**config.mk**
```make
export PLATFORM = sky130hd
export DESIGN_NAME = drink_vending_ctrl_flat
export DESIGN_NICKNAME = d
export VERILOG_FILES = /design/src/rtl/drink_vending_ctrl_if.sv /design/src/rtl/drink_vending_ctrl.sv /design/src/flat_wrapper.sv
export SDC_FILE = /design/constraint.sdc
export NUM_CORES = 1
export LEC_CHECK = 0
export ABC_AREA = 1
export CORE_ASPECT_RATIO = 0.6
export CORE_UTILIZATION = 45
export CTS_BUF_LIST = sky130_fd_sc_hd__clkbuf_16
export DETAILED_ROUTE_END_ITERATION = 16
export PLACE_DENSITY = 0.69
export SYNTH_ARGS = -nofsm -noshare
export SYNTH_HDL_FRONTEND = slang
export SYNTH_SLANG_ARGS = --single-unit
export TNS_END_PERCENT = 5
```
**constraint.sdc**
```tcl
create_clock -name CP_20ms -period 2.8 [get_ports CP_20ms]
set_input_delay 0.42 -clock CP_20ms [delete_from_list [all_inputs] [get_ports CP_20ms]]
set_output_delay 0.42 -clock CP_20ms [all_outputs]
set_load 0.02 [all_outputs]
```
**src/rtl/drink_vending_ctrl_if.sv**
```systemverilog
`default_nettype none
// +----------------------------------------------------------------------------+
// | drink_vending_ctrl_if                                                      |
// | Coin-slot / dispenser / hopper signal bundle for drink_vending_ctrl.       |
// | Revision: 1.0                                                              |
// +----------------------------------------------------------------------------+
interface drink_vending_ctrl_if #(
  parameter int CW = 5
);
  logic [1:0]    X;
  logic          Cancel;
  logic          Vend_ack;
  logic [2:0]    cur_state;
  logic [CW-1:0] Credit;
  logic          Vend;
  logic          Change_pulse;
  logic          Coin_reject;
  logic          Busy;

  // master: coin decoder / dispenser side; slave: the controller
  modport master (
    output X, Cancel, Vend_ack,
    input  cur_state, Credit, Vend, Change_pulse, Coin_reject, Busy
  );

  modport slave (
    input  X, Cancel, Vend_ack,
    output cur_state, Credit, Vend, Change_pulse, Coin_reject, Busy
  );
endinterface
`default_nettype wire

```
**src/rtl/drink_vending_ctrl.sv**
```systemverilog
`default_nettype none
// +----------------------------------------------------------------------------+
// | drink_vending_ctrl                                                         |
// | Three-coin drink vending FSM: credit accumulation, vend handshake,         |
// | serial change pay-out and cancel/refund.                                   |
// | Revision: 1.0                                                              |
// +----------------------------------------------------------------------------+
module drink_vending_ctrl #(
  parameter int CW    = 5,
  parameter int PRICE = 3,
  parameter int V1    = 1,
  parameter int V2    = 2,
  parameter int V3    = 10
) (
  input  wire logic          CP_20ms,
  input  wire logic          Rst_sync,
  drink_vending_ctrl_if.slave bus
);

  typedef enum logic [2:0] {
    ST_IDLE   = 3'b000,
    ST_ACCUM  = 3'b001,
    ST_VEND   = 3'b010,
    ST_CHANGE = 3'b011,
    ST_REFUND = 3'b100
  } state_t;

  localparam logic [CW:0]   MAX_CREDIT = {1'b0, {CW{1'b1}}};
  localparam logic [CW:0]   PRICE_X    = (CW+1)'(PRICE);
  localparam logic [CW:0]   V1_X       = (CW+1)'(V1);
  localparam logic [CW:0]   V2_X       = (CW+1)'(V2);
  localparam logic [CW:0]   V3_X       = (CW+1)'(V3);
  localparam logic [CW-1:0] CREDIT_ONE = {{(CW-1){1'b0}}, 1'b1};

  state_t        r_state;
  logic [CW-1:0] r_credit;
  logic          r_vend;
  logic          r_change_pulse;
  logic          r_coin_reject;
  logic [1:0]    r_pre_x;

  state_t        w_state_nx;
  logic [CW-1:0] w_credit_nx;
  logic          w_vend_nx;
  logic          w_change_pulse_nx;
  logic          w_coin_reject_nx;

  logic          w_coin_evt;
  logic [CW:0]   w_coin_val;
  logic [CW:0]   w_sum;
  logic [CW:0]   w_rem;
  logic          w_overflow;
  logic          w_reach_price;
  logic          w_credit_nz;

  // Coin edge detection and the credit arithmetic, kept one bit wider than
  // the credit register so an overflowing coin can be detected and refused.
  always_comb begin
    w_coin_evt = (bus.X != 2'b00) && (bus.X != r_pre_x);
    case (bus.X)
      2'b01:   w_coin_val = V1_X;
      2'b10:   w_coin_val = V2_X;
      2'b11:   w_coin_val = V3_X;
      default: w_coin_val = '0;
    endcase
    w_sum         = {1'b0, r_credit} + w_coin_val;
    w_rem         = w_sum - PRICE_X;
    w_overflow    = (w_sum > MAX_CREDIT);
    w_reach_price = (w_sum >= PRICE_X);
    w_credit_nz   = (r_credit != '0);
  end

  always_comb begin
    w_state_nx        = r_state;
    w_credit_nx       = r_credit;
    w_vend_nx         = r_vend;
    w_change_pulse_nx = 1'b0;
    w_coin_reject_nx  = 1'b0;

    case (r_state)
      ST_IDLE, ST_ACCUM: begin
        if ((r_state == ST_ACCUM) && bus.Cancel) begin
          // Cancel beats a coincident coin, which goes back to the customer
          w_state_nx       = ST_REFUND;
          w_coin_reject_nx = w_coin_evt;
        end else if (w_coin_evt) begin
          if (w_overflow) begin
            w_coin_reject_nx = 1'b1;
          end else if (w_reach_price) begin
            w_credit_nx = w_rem[CW-1:0];
            w_vend_nx   = 1'b1;
            w_state_nx  = ST_VEND;
          end else begin
            w_credit_nx = w_sum[CW-1:0];
            w_state_nx  = ST_ACCUM;
          end
        end
      end

      ST_VEND: begin
        w_coin_reject_nx = w_coin_evt;
        if (bus.Vend_ack) begin
          w_vend_nx  = 1'b0;
          w_state_nx = w_credit_nz ? ST_CHANGE : ST_IDLE;
        end
      end

      ST_CHANGE, ST_REFUND: begin
        w_coin_reject_nx = w_coin_evt;
        if (w_credit_nz) begin
          w_change_pulse_nx = 1'b1;
          w_credit_nx       = r_credit - CREDIT_ONE;
        end else begin
          w_state_nx = ST_IDLE;
        end
      end

      default: begin
        w_state_nx  = ST_IDLE;
        w_credit_nx = '0;
        w_vend_nx   = 1'b0;
      end
    endcase
  end

  always_ff @(posedge CP_20ms) begin
    // pre_x follows the slot even through reset, so a coin held across a
    // service reset is only counted once it is withdrawn and re-inserted.
    r_pre_x <= bus.X;
    if (Rst_sync) begin
      r_state        <= ST_IDLE;
      r_credit       <= '0;
      r_vend         <= 1'b0;
      r_change_pulse <= 1'b0;
      r_coin_reject  <= 1'b0;
    end else begin
      r_state        <= w_state_nx;
      r_credit       <= w_credit_nx;
      r_vend         <= w_vend_nx;
      r_change_pulse <= w_change_pulse_nx;
      r_coin_reject  <= w_coin_reject_nx;
    end
  end

  assign bus.cur_state    = r_state;
  assign bus.Credit       = r_credit;
  assign bus.Vend         = r_vend;
  assign bus.Change_pulse = r_change_pulse;
  assign bus.Coin_reject  = r_coin_reject;
  assign bus.Busy         = (r_state == ST_VEND) || (r_state == ST_CHANGE) ||
                            (r_state == ST_REFUND);

endmodule
`default_nettype wire

```
**src/flat_wrapper.sv**
```systemverilog
// flat-port wrapper written by rule: the top's interface ports become plain ports
module drink_vending_ctrl_flat 
#(
  parameter int CW    = 5,
  parameter int PRICE = 3,
  parameter int V1    = 1,
  parameter int V2    = 2,
  parameter int V3    = 10
)
  (CP_20ms, Rst_sync, bus_X, bus_Cancel, bus_Vend_ack, bus_cur_state, bus_Credit, bus_Vend, bus_Change_pulse, bus_Coin_reject, bus_Busy);
  drink_vending_ctrl_if #(.CW(CW)) bus_i ();
  input  wire logic CP_20ms;
  input  wire logic Rst_sync;
  input wire logic [$bits(bus_i.X)-1:0] bus_X;
  input wire logic [$bits(bus_i.Cancel)-1:0] bus_Cancel;
  input wire logic [$bits(bus_i.Vend_ack)-1:0] bus_Vend_ack;
  output wire logic [$bits(bus_i.cur_state)-1:0] bus_cur_state;
  output wire logic [$bits(bus_i.Credit)-1:0] bus_Credit;
  output wire logic [$bits(bus_i.Vend)-1:0] bus_Vend;
  output wire logic [$bits(bus_i.Change_pulse)-1:0] bus_Change_pulse;
  output wire logic [$bits(bus_i.Coin_reject)-1:0] bus_Coin_reject;
  output wire logic [$bits(bus_i.Busy)-1:0] bus_Busy;
  assign bus_i.X = bus_X;
  assign bus_i.Cancel = bus_Cancel;
  assign bus_i.Vend_ack = bus_Vend_ack;
  assign bus_cur_state = bus_i.cur_state;
  assign bus_Credit = bus_i.Credit;
  assign bus_Vend = bus_i.Vend;
  assign bus_Change_pulse = bus_i.Change_pulse;
  assign bus_Coin_reject = bus_i.Coin_reject;
  assign bus_Busy = bus_i.Busy;
  drink_vending_ctrl #(.CW(CW), .PRICE(PRICE), .V1(V1), .V2(V2), .V3(V3)) u_core (.CP_20ms(CP_20ms), .Rst_sync(Rst_sync), .bus(bus_i));
endmodule
```
* After elaboration in Yosys (flattened, before gate mapping)
Cells that the tools add are included.
** Storage, ports and cells
- Flip-flop bits (word level) :: 13
- Output and inout bits :: 12
** Operators by class
- Add/sub/neg operators :: 3
- $lt $le $gt $ge :: 2
- Equality and inequality tests :: 17
- Mux-type cells :: 26
- Bitwise gates (word level) :: 2
- Reduce and logical (&&, ||, !) cells :: 14
** Operator list (number)
- 5-bit 2-to-1 mux :: 5
- 3-bit 2-to-1 mux :: 5
- 5-bit case mux with 3 select lines :: 1
- 4-bit case mux with 3 select lines :: 1
- 1-bit 2-to-1 mux :: 9
- 3-bit case mux with 3 select lines :: 1
- 2-bit != test (second input constant) :: 4
- 5-bit by 4-bit adder with 6-bit output :: 1
- 3-bit by 2-bit equality test with 1-bit output (second input constant) :: 2
- 6-bit by 2-bit greater-or-equal comparator with 1-bit output (second input constant) :: 1
- 6-bit by 5-bit > comparator with 1-bit output (second input constant) :: 1
- 2-bit by 1-bit != test with 1-bit output (second input constant) :: 3
- 6-bit AND reduction :: 1
- 2-bit OR reduction :: 3
- 5-bit AND reduction :: 1
- 5-bit nonzero test :: 1
- 5-bit by 1-bit subtractor with 5-bit output (second input constant) :: 1
- 5-bit by 2-bit subtractor with 5-bit output (second input constant) :: 1
- 2-bit equality test (second input constant) :: 2
- 2-bit 2-to-1 mux :: 2
- 4-bit AND reduction :: 1
- 3-bit by 1-bit equality test with 1-bit output (second input constant) :: 1
- 3-bit equality test (second input constant) :: 1
- 3-bit zero test :: 1
- 11 further kinds :: 14

* Longest topological paths before layout
- Depth after elaboration :: 9
- Mapped depth :: 16

* Worst setup path before layout
No wires, ideal clock.
- Path kind :: in2reg
- From :: in bus_X[0]
- To :: reg u_core.r_credit[3], in the netlist u_core.bus.Credit[3]
- Setup time :: 111 ps
- Data arrival time :: 2139 ps
- Path slack :: 550 ps
- Stages :: 15
- Path buffers :: 0
- Cells stage by stage :: inv_1 -> nor2_1 -> ha_1 -> inv_1 -> fa_1 -> inv_1 -> ha_1 -> nor2_4 -> inv_2 -> nor2_8 -> nand2_4 -> nand2_1 -> nor2_1 -> nor2_1 -> nor2_1
** On the way
- Cells in the longest elaborated chain, start to end :: 9
** Ends and longest elaborated chain
- start, declared :: line flat_wrapper.sv:14 : input wire logic [$bits(bus_i.X)-1:0] bus_X;
- 2-bit equality test or 2-bit by 1-bit equality test with 1-bit output (tied branches) :: line drink_vending_ctrl.sv:60 : case (bus.X)
- 4-bit case mux with 3 select lines :: line drink_vending_ctrl.sv:60
- 5-bit by 4-bit adder with 6-bit output :: line drink_vending_ctrl.sv:66 : w_sum = {1'b0, r_credit} + w_coin_val;
- 5-bit by 2-bit subtractor with 5-bit output or 6-bit by 2-bit greater-or-equal comparator with 1-bit output (tied branches) :: line drink_vending_ctrl.sv:67, drink_vending_ctrl.sv:69
- 5-bit 2-to-1 mux :: line drink_vending_ctrl.sv:89 : end else if (w_reach_price) begin
- 5-bit 2-to-1 mux :: line drink_vending_ctrl.sv:87 : if (w_overflow) begin
- 5-bit 2-to-1 mux :: line drink_vending_ctrl.sv:86 : end else if (w_coin_evt) begin
- 5-bit 2-to-1 mux :: line drink_vending_ctrl.sv:82 : if ((r_state == ST_ACCUM) && bus.Cancel) begin
- 5-bit case mux with 3 select lines :: line drink_vending_ctrl.sv:80 : case (r_state)
- end signal, assigned :: line drink_vending_ctrl.sv:138 : r_credit <= w_credit_nx;
- end, declared :: line drink_vending_ctrl.sv:36 : logic [CW-1:0] r_credit;
Several ways; a longest one is shown, not always the timed one. The select of a mux whose other input is x is not followed.
A chain may end at the register's enable or synchronous reset.

* Final worst setup path
- From :: in bus_X[0]
- To :: reg u_core.r_credit[4], in the netlist u_core.bus.Credit[4]
Same word-level chain as after synthesis.

==> run_results.csv <==
group,metric,value,unit
setup_path,regToRegEndpoint,"u_core.bus.Credit[4]",
cts,holdBufCountCts,0,
cts,cts_setup_buffers,0,
power_and_ir_drop,p_leak,0.740,nW
setup_path,crit_required,2.94,ns
cts,htreeDepth,1,
cts,cts_resized,0,
layout,drive_gt1_share,16.0,%
run_status,status,"complete, no violations",
floorplan,start_util,50.5,%
detailed_routing,drc,0,
yosys,synth_area_leaders,"dfxtp_1 (22%), nand2_1 (17%), inv_1 (7.7%)",
setup_path,path_delay_family,"adder cells",
sta,relSlewSlack,68.7,%
yosys,synthCells,182,
cts,tritoncts,"done",
floorplan,rows,13,
grt,grt.total_usage,23.6,%
setup_path,crit_chain,"clkdlybuf4s50_1, inv_1, nor2_1, ha_1, inv_1, fa_1, inv_1, ha_1, nor2_4, inv_2, nor2_8, nand2_4, nand2_1, nor2_1, nor2_1, nor2_1",
placement,place_hpwl,2.34,mm
sta,drv_slew,0,
cts,clock-sinks,13,
floorplan,die_y,41.4,µm
detailed_routing,drtAntennaViolNets,0,
detailed_routing,firstDrtPassIters,4,
yosys,ys_warn_count,0,
sta,fin_crit,2.59,ns
floorplan,die_w,67.7,µm
yosys,synth-seq-cells,13,
setup_path,cp.depth,16,
grt,grt_pass1_wl,4.89,mm
layout,nets,220,
sta,finalHoldViolCount,0,
yosys,ys_types,31,
setup_path,critPathLaunchType,"input port",
setup_path,ff2ff_setup_slack,0.58,ns
yosys,yosys.area.top_type_share,22.3,%
cts,clock_latency,0.24,ns
setup_path,cp-end-kind,"flip-flop",
setup_path,path_max_fanout,7,
yosys,ys_async_sr_fraction,0,%
yosys,synth_top_cell_by_area,"dfxtp_1",
yosys,avgSynthCellArea,6.41,µm²
sta,fin_crit_sh,92.5,%
cts,clock_path_buffers,2,
yosys,synthesis.nets,195,
placement,gp_congestion,0.914,
detailed_routing,totalWireLength,2.91,mm
sta,fmax,386,MHz
setup_path,crit_top_cell,"nor2_1",
sta,setup_viol,0,
grt,antenna_found_initial,0,
min_path,hold_class,"reg -> reg",
setup_path,path_class,"in -> reg",
sta,fin_skew,0.00123,ns
sta,worst_pin_slew,0.468,ns
power_and_ir_drop,irDropWorstVdd,0.621,mV
yosys,ys.flop_type,"dfxtp_1",
sta,fin_ws,0.209,ns
setup_path,arrival,2.73,ns
cts,root_buffer,"clkbuf_16",
flow_run,max_cap_viol_count,0,
power_and_ir_drop,power,1.97,mW
floorplan,core_area,0.00231,mm²
yosys,synth_commonest_cells,"nand2_1 (52), inv_1 (24), nor2_1 (23)",
placement,numPortBuffers,17,
cts,clk_pin_slew,0.05,ns
setup_path,worst-path-buf-inv,5,
detailed_routing,drt_iter0_markers,98,
sta,hold_slack,0.447,ns
floorplan,die_area,0.00281,mm²
yosys,synth_edf_count,0,
detailed_routing,wire_per_inst,12.3,µm
layout,area_growth,26.0,%
power_and_ir_drop,pwr_density_cell,1340,mW/mm²
setup_path,crit_slowest_cell,"fa_1",
layout,diodes,0,
floorplan,ios,18,
yosys,synth_seq_area_share,22.3,%
yosys,synthesis.area,0.00117,mm²
setup_path,cp-startpoint,"bus_X[0]",
grt,grt_pass1_vias,1050,
sta,rsz0062_at_grt,"false",
grt,grt_max_degree,12,
detailed_routing,vias,1158,
setup_path,r2r_cells,13,
grt,grt_overflow,0,
setup_path,critPathMaxStageDelay,0.50,ns
setup_path,reg2reg_from,"u_core.bus.Credit[0]",
setup_path,crit_end,"u_core.bus.Credit[4]",
yosys,yosys.cell_count.top_type,"nand2_1",
cts,cts_made_buffers,3,
detailed_routing,vias_per_cell,4.91,
placement,post-place-ws,-0.0520,ns
[registers in the layout, indices dropped and copies added (netlist names)]
name,count
u_core.bus.Credit,5
u_core.bus.Vend,1
u_core.bus.Coin_reject,1
u_core.r_pre_x,2
u_core.bus.Change_pulse,1
u_core.bus.cur_state,3
[cell usage in the layout, fill, tap and decap left out]
cell type	n
o21ai_0	4
a21oi_1	6
nand3_1	15
xnor2_1	2
clkbuf_16	3
nor2_2	2
nand2_1	52
o21ai_2	1
buf_4	6
nor2_4	2
clkdlybuf4s50_1	17
nand4_4	1
inv_1	25
nand3_2	1
nand2_2	8
nand4_1	2
or2_2	1
nand2_4	2
a21oi_2	2
nor2_1	23
nor4_1	1
nor2_8	1
xor2_1	3
o21ai_1	1
inv_4	1
fa_1	1
nand3b_1	1
nor3_1	1
dfxtp_1	13
ha_1	6
inv_2	2
[worst reg2reg max path, stage by stage (launching register included)]
cell and delay (ns):
dfxtp_1 0.38, ha_1 0.19, inv_1 0.06, fa_1 0.50, inv_1 0.06, ha_1 0.23, nor2_4 0.13, inv_2 0.07
nor2_8 0.14, nand2_4 0.09, nand2_1 0.07, nor2_1 0.04, nor2_1 0.10, nor2_1 0.05
[how the worst min path moves through the flow]
| stage | start | end | slack [ns] | depth (start not counted) |
|---|---|---|---|---|
| floorplan | bus_X[0] | u_core.r_pre_x[0] | 0.45 | 0 |
| global placement | u_core.bus.Vend | u_core.bus.Vend | 0.44 | 2 |
| detailed placement | u_core.bus.Vend | u_core.bus.Vend | 0.45 | 2 |
| CTS | u_core.bus.Vend | u_core.bus.Vend | 0.45 | 2 |
| global route | u_core.bus.Vend | u_core.bus.Vend | 0.47 | 2 |
| finish | u_core.bus.Vend | u_core.bus.Vend | 0.45 | 2 |
[per-stage QoR]
step | cell area (µm²) | instances | TNS [ns] | utilization [%]
2_1_floorplan | 1170 | 182 | 0 | -
3_3_place_gp | 1390 | 232 | 0 | 60.2
3_5_place_dp | 1390 | 232 | -0.121 | 60.2
4_1_cts | 1470 | 236 | 0 | 63.6
5_1_grt | 1470 | 236 | 0 | 63.6
6_report | 1470 | 236 | 0 | 63.6
[final cells by class]
class | count | area (µm²)
Sequential cell | 13 | 260
Inverter | 27 | 104
Clock inverter | 1 | 3.75
Multi-Input combinational cell | 139 | 773
Fill cell | 214 | 841
Clock buffer | 3 | 75.1
Tap cell | 30 | 37.5
Timing Repair Buffer | 23 | 215
[layer usage]
| metal | vias up | routed length, µm | global-route usage [%] |
|---|---|---|---|
| met2 | 46 | 1190 | 31.1 |
| li1 | 613 | - | - |
| met5 | - | 0 | 0 |
| met1 | 497 | 1450 | 36.5 |
| met4 | 0 | 9 | 5.53 |
| met3 | 2 | 260 | 6.59 |
[cell families after synthesis]
kind of cell    count (synthesis)  synth area share, %
compound gates                 14                 6.97
xor+xnor                        5                 3.76
fa+ha+maj                       7                 8.15
buf+inv                        30                 11.4
flops                          13                 22.3
simple gates                  113                 47.4
[power breakdown]
part	internal, mW	switching [mW]	leakage, nW
Sequential	0.250	0.0823	0.107
Combinational	0.544	0.831	0.591
Clock	0.188	0.0789	0.0423
Total	0.982	0.992	0.740
(Power assumes the default switching activity.)
